--- src/rtl/dma_ctrl.sv ---
// dma_ctrl: page-copy DMA engine snooping the MPU bus. A write to REG_ADDR
// stalls the MPU via RDY and copies 256 bytes from page $VV00-$VVFF to DST_ADDR.
// Ports:
//   CLK, RES                    clock, synchronous active-high reset
//   R_W, ABL, ABH, DB_OUT       MPU bus cycle (snooped and forwarded)
//   RDY                         MPU stall request (0 = stall next read)
//   MEM_DB_IN                   memory read data
//   MEM_R_W, MEM_ABL, MEM_ABH,
//   MEM_DB_OUT                  memory bus, muxed between MPU and DMA
//   BUSY, DONE                  status: engine active / one-cycle completion
module dma_ctrl #(
   parameter logic [15:0] REG_ADDR = 16'h4014,
   parameter logic [15:0] DST_ADDR = 16'h2004
) (
   input  logic       CLK,
   input  logic       RES,
   input  logic       R_W,
   input  logic [7:0] ABL,
   input  logic [7:0] ABH,
   input  logic [7:0] DB_OUT,
   output logic       RDY,
   input  logic [7:0] MEM_DB_IN,
   output logic       MEM_R_W,
   output logic [7:0] MEM_ABL,
   output logic [7:0] MEM_ABH,
   output logic [7:0] MEM_DB_OUT,
   output logic       BUSY,
   output logic       DONE
);

   typedef enum logic [1:0] {
      IDLE  = 2'd0,
      HALT  = 2'd1,
      READ  = 2'd2,
      WRITE = 2'd3
   } state_t;

   state_t     state, state_nx;
   logic [7:0] page, page_nx;
   logic [7:0] count, count_nx;
   logic [7:0] data, data_nx;
   logic       done_q, done_nx;
   logic       trig;

   assign trig = !R_W && ({ABH, ABL} == REG_ADDR);

   always_ff @(posedge CLK) begin
      if (RES) begin
         state  <= IDLE;
         page   <= 8'h00;
         count  <= 8'h00;
         data   <= 8'h00;
         done_q <= 1'b0;
      end else begin
         state  <= state_nx;
         page   <= page_nx;
         count  <= count_nx;
         data   <= data_nx;
         done_q <= done_nx;
      end
   end

   always_comb begin
      state_nx   = state;
      page_nx    = page;
      count_nx   = count;
      data_nx    = data;
      done_nx    = 1'b0;
      RDY        = 1'b1;
      MEM_R_W    = R_W;
      MEM_ABL    = ABL;
      MEM_ABH    = ABH;
      MEM_DB_OUT = DB_OUT;
      unique case (state)
         IDLE: begin
            if (trig) begin
               page_nx  = DB_OUT;
               count_nx = 8'h00;
               state_nx = HALT;
            end
         end
         HALT: begin
            // MPU only freezes on a read; its writes keep passing through.
            RDY = 1'b0;
            if (R_W) begin
               state_nx = READ;
            end
         end
         READ: begin
            RDY        = 1'b0;
            MEM_R_W    = 1'b1;
            MEM_ABH    = page;
            MEM_ABL    = count;
            MEM_DB_OUT = 8'h00;
            data_nx    = MEM_DB_IN;
            state_nx   = WRITE;
         end
         WRITE: begin
            RDY        = 1'b0;
            MEM_R_W    = 1'b0;
            MEM_ABH    = DST_ADDR[15:8];
            MEM_ABL    = DST_ADDR[7:0];
            MEM_DB_OUT = data;
            if (count == 8'hFF) begin
               state_nx = IDLE;
               done_nx  = 1'b1;
            end else begin
               count_nx = count + 8'd1;
               state_nx = READ;
            end
         end
      endcase
   end

   assign BUSY = (state != IDLE);
   assign DONE = done_q;

endmodule

--- config.mk ---
export PLATFORM = sky130hd
export DESIGN_NAME = dma_ctrl
export DESIGN_NICKNAME = d
export VERILOG_FILES = /design/src/rtl/dma_ctrl.sv
export SDC_FILE = /design/constraint.sdc
export NUM_CORES = 1
export LEC_CHECK = 0
export CAP_MARGIN = 20
export CORE_MARGIN = 3
export CORE_UTILIZATION = 44
export CTS_CLUSTER_SIZE = 20
export DETAILED_ROUTE_END_ITERATION = 10
export HOLD_SLACK_MARGIN = 0.05
export PLACE_DENSITY_LB_ADDON = 0.12
export SKIP_LAST_GASP = 1
export SLEW_MARGIN = 5
export SYNTH_ARGS = -nofsm -noshare
export SYNTH_HDL_FRONTEND = slang
export SYNTH_SLANG_ARGS = --single-unit
--- constraint.sdc ---
create_clock -name CLK -period 2.3 [get_ports CLK]
set_input_delay 0.46 -clock CLK [delete_from_list [all_inputs] [get_ports CLK]]
set_output_delay 0.46 -clock CLK [all_outputs]
set_load 0.03 [all_outputs]
Yosys cells after proc, flatten, opt, wreduce, memory -nomap -nowiden
Index checks and enable logic that the tools add are counted.
- bits of input ports: 35
- word-level logic and storage cells: 38
- output and inout port bits: 28
- latch bits: 0
- memories kept: 0
- ROM bits: 0
- memory bits (writable): 0
- register bits: 27
- equal/unequal tests: 8
- shifts and indexed selects: 0
- bitwise gates (word level): 1
- $mul: 0
- muxes and demuxes: 13
- div/mod/pow operators: 0
- $lt $le $gt $ge: 0
- reduce and logical (&&, ||, !) cells: 10
- $add $sub $neg: 1
- operators by type and width (operator ; count):
    8-bit one-hot mux with 2 select lines ; 4
    16-bit by 15-bit equality test with 1-bit output, second input constant ; 1
    8-bit 2-to-1 mux ; 2
    8-bit by 1-bit adder with 8-bit output, second input constant ; 1
    8-bit equality test, second input constant ; 1
    2-bit one-hot mux with 4 select lines ; 1
    2-bit 2-to-1 mux ; 3
    2-bit inequality test, second input constant ; 3
    2-bit equality test, second input constant ; 2
    2-bit AND reduction ; 2
    2-bit nonzero test ; 2
    3-bit AND reduction ; 1
    3-bit OR reduction ; 1
    2-bit by 1-bit equality test with 1-bit output, second input constant ; 1
    2-bit logical NOT ; 1
    1-bit 2-to-1 mux ; 2
    1-bit one-hot mux with 2 select lines ; 1
    2-bit OR reduction ; 1
    1-bit logical AND ; 1
    1-bit logical NOT ; 1
    1-bit NOT ; 1

Depth between registers and ports, before layout
- depth after elaboration: 4
- depth in mapped cells: 6
- depth with buffers taken out: 5

Worst setup path before layout
Ideal clock, no wire load.
- path kind: reg-to-reg
- from: register state[0]
- to: register page[0]
- clock period less this slack: 2.142 ns
- cell stages (with the launch flop): 7
- path buffers: 2
- setup slack: 0.158 ns
- setup time: 0.132 ns
- data arrival time: 2.010 ns
- required time: 2.168 ns
- cells stage by stage: dfxtp_1 > clkbuf_1 > nor2_1 > inv_1 > buf_2 > o31ai_2 > a21oi_1
- cells in the longest elaborated chain, start to end: 2
- RTL lines (what ; line ; RTL):
    from (decl) ; 38 ; state_t state, state_nx;
    from (signal assigned) ; 55 ; state <= state_nx;
    2-bit logical NOT ; 74 ; unique case (state)
    2-bit AND reduction (no line) ; - ;
    to (signal assigned) ; 56 ; page <= page_nx;
    to (decl) ; 39 ; logic [7:0] page, page_nx;
Every way passes these cells.
A chain may end at the register's enable or synchronous reset.

Worst setup path after layout
- from: input ABH[5]
- to: register count[1]
- cells in the longest elaborated chain, start to end: 4
- RTL lines (what ; line ; RTL):
    from (decl) ; 19 ; input logic [7:0] ABH,
    16-bit by 15-bit equality test with 1-bit output ; 45 ; assign trig = !R_W && ({ABH, ABL} == REG_ADDR);
    1-bit logical AND ; 45 ;
    2-bit inequality test (no line) ; - ;
    3-bit AND reduction (no line) ; - ;
    to (signal assigned) ; 57 ; count <= count_nx;
    to (decl) ; 40 ; logic [7:0] count, count_nx;
Every way passes these cells.

==> summary.md <==
| Metric | Value |
|---|---|
| Flops & latches, synth | `27` |
| # clock sinks | `27` |
| Per-cell routed wire length | `15.0 µm` |
| Final wirelength | `5.23 mm` |
| Cells after Synth | `233` |
| CTS Root Cell | `clkbuf_8` |
| Reg2reg end | `count[0]$_SDFFE_PP0P_` |
| Critical Path Fanout Max | `9` |
| I/O pin cnt | `63` |
| DR DRC count | `0` |
| Slowest CP cell | `or4b_4` |
| Largest net degree at the start of global routing | `24` |
| N_diodes | `0` |
| CTS Buffer Depth | `2` |
| Leak pwr | `0.916 nW` |
| Yosys top cell area share | `32.4%` |
| Area leader, netlist | `dfxtp_1` |
| Reg-to-reg startpoint | `state[1]$_SDFFE_PP0P_` |
| Final clock skew | `0.00780 ns` |
| Hold EP | `data[2]$_SDFFE_PP0N_` |
| RSZ-0062 raised after global routing | `no` |
| Synthesized area | `1670 µm²` |
| Share of layout cells above drive strength 1 | `21.5%` |
| Sequential area share after synthesis | `32.4%` |
| Non-Filler Instances | `348` |
| Worst Path Required | `2.47 ns` |
| GR Util All Layers | `23.6%` |
| Die height | `67.6 µm` |
| Fin crit share | `97.7%` |
| Max-slew violation count | `0` |
| DRT iter0 DRCs | `139` |
| Die X | `67.6 µm` |
| Max Cap Viol | `0` |
| VDD IR max | `347 µV` |
| Busiest grt layer | `met2` |
| Most frequent cells in the layout | `47 x buf_4, 36 x nand2_1, 36 x clkdlybuf4s50_1` |
| Critical-path cell list | `clkdlybuf4s50_1 > or4b_4 > or4_4 > buf_6 > o311ai_1 > a21oi_1` |
| Slew @ Worst Pin | `0.405 ns` |
| Fmax | `0.445 GHz` |
| CTS Buf Count | `3` |
| Setup CP Type | `in -> reg` |
| Final ANT Viol Nets | `0` |
| Worst path bufs/invs | `2` |
| DR pass1 iterations | `4` |
| Setup crit start kind | `input port` |
| FF-to-FF path depth | `6` |
| Status | `finished, final reports clean` |
| Hold_buf cts | `0` |
| Crit end category | `flip-flop` |
| Vias | `1944` |
| Hold path depth | `2` |
| Setup_tns | `0 ns` |
| Met2 Use GR | `36.2%` |
| Yosys warning total | `0` |
| # setup viols final | `0` |
| Vias/cell | `5.59` |
| Count of input and output buffers | `62` |
| Worst hold path class | `reg -> reg` |
| CP arrival | `2.42 ns` |
| GRT met3 Usage | `3.83%` |
| Power Density | `390 nW/µm²` |
| Initial antenna violation count | `0` |
| Post-placement cell count | `344` |
| HPWL Detailed | `4.04 mm` |
| Hold Vio Cnt, Final | `0` |
| Clk slew on worst S/H paths | `0.10 ns` |
| Vias in the first global route | `1727` |
| Worst reg-to-reg setup slack | `0.49 ns` |
| CP delay by family, top | `simple AND/OR/NAND/NOR gates` |
| Core area | `3490 µm²` |
| Setup slack at placement | `-0.333 ns` |
| Worst hold slack | `0.462 ns` |
| First-pass GRT wire length | `8.27 mm` |
| Skew-Pair Late Insertion Delay | `0.28 ns` |
| Final min period | `2.25 ns` |
| # H-tree levels | `1` |
| Number of setup buffers added after CTS | `0` |
| M1 GR Usage | `34.6%` |
| Unique masters post-synth | `37` |
| Gr ovfl total | `0` |
| Commonest non-fill, non-tap cell in the layout | `buf_4` |
| CTS tree | `done` |
| Mapped Avg Cell Area | `7.17 µm²` |
| Largest stage delay, worst path | `0.56 ns` |
| Origin of the worst min-delay path | `data[2]$_SDFFE_PP0N_` |
| Final net count | `339` |
| Fin worst setup slack | `0.0519 ns` |
| Max-Slew Margin vs Limit | `73.0%` |
| Rows | `21` |
| Synth top area cells | `dfxtp_1 32%, nand2_1 8.1%, a21oi_1 6.6%, o31ai_2 6.0%, inv_1 5.6%` |
| Area growth, synth to finish | `45.7%` |
| Gpl congestion | `0.826` |
| Die area | `4570 µm²` |
| Starting Density | `47.8%` |
| Mapped Nets | `269` |
==> synthesized netlist by cell type, drive strengths merged <==
master   n
nor4b    1
nor2     6
xnor2    1
and4     1
or3      3
and3     1
o22a     1
clkbuf  11
nor3     5
nand3   13
or4b     1
o311ai   6
and2     1
nand2   36
o31ai    8
mux2i    1
ha       1
nor2b    5
a31oi    3
o32ai    1
nor4     2
o22ai   10
nand4   10
o21ai   17
nand2b   1
o41ai    1
dfxtp   27
buf      8
a21oi   22
o211ai   2
or4      2
inv     25
==> per-layer routing <==
| layer | up-vias | part of all wire [%] |
|---|---|---|
| met4 | 0 | 0.36 |
| met5 | - | 0 |
| met3 | 2 | 8.2 |
| met2 | 81 | 46 |
| met1 | 890 | 46 |
| li1 | 971 | - |
==> layout make-up <==
type / instances / area, µm²
Clock inverter: 1 / 7.51
Tap cell: 46 / 57.6
Multi-Input combinational cell: 162 / 968
Sequential cell: 27 / 541
Inverter: 25 / 93.8
Timing Repair Buffer: 84 / 724
Clock buffer: 3 / 41.3
Fill cell: 319 / 1060
==> where the power goes <==
| part | leakage [nW] | switching (mW) | total [mW] | internal (mW) |
|---|---|---|---|---|
| clock network | 0.0217 | 0.164 | 0.287 | 0.123 |
| registers | 0.217 | 0.00000194 | 0.467 | 0.467 |
| logic | 0.677 | 0.0992 | 0.196 | 0.0966 |
| total | 0.916 | 0.263 | 0.950 | 0.687 |
==> through the flow <==
step	total power, mW	cell area, µm²	utilization [%]
after detailed placement	0.672	2370	67.7
after global routing	0.983	2430	69.6
after floorplan	0.557	1670	-
final	0.950	2430	69.6
after CTS	0.951	2420	69.1
after global placement	0.671	2370	67.7
==> cells by family after synthesis <==
family	share of synthesized area [%]
buf+inv	10.5
fa+ha+maj	0.749
simple gates	26.7
xor+xnor	0.524
mux	0.599
flops	32.4
compound gates	28.6
==> worst max path at each step <==
| stage | cells after the start | endpoint | slack [ns] | from |
|---|---|---|---|---|
| after floorplan | 6 | page[0]$_SDFFE_PP0P_ | 0.16 | state[0]$_SDFFE_PP0P_ |
| after global placement | 6 | count[7]$_SDFFE_PP0P_ | -0.30 | ABH[5] |
| after detailed placement | 6 | count[1]$_SDFFE_PP0P_ | -0.33 | ABH[5] |
| after CTS | 7 | count[0]$_SDFFE_PP0P_ | -0.002 | ABH[5] |
| after global routing | 7 | count[6]$_SDFFE_PP0P_ | 0.02 | ABH[5] |
| final | 6 | count[1]$_SDFFE_PP0P_ | 0.05 | ABH[5] |
==> tightest hold or removal path, delay by kind of cell, from the launching register on <==
kind	cells	cell delay [ns]
AND/OR/NAND/NOR	1	0.05
AO/OA/AOI/OAI	1	0.05
flip-flops	1	0.32
==> registers in the layout (all words and copies together), names as in the netlist <==
signal  count
DONE        1
count       8
data        8
page        8
state       2
==> timing repair <==
action                     CTS  global route
setup endpoints to repair    3             7
resized for setup            3             4
pin swaps                    0             0
No activity file was read; power rests on OpenSTA's default activity.
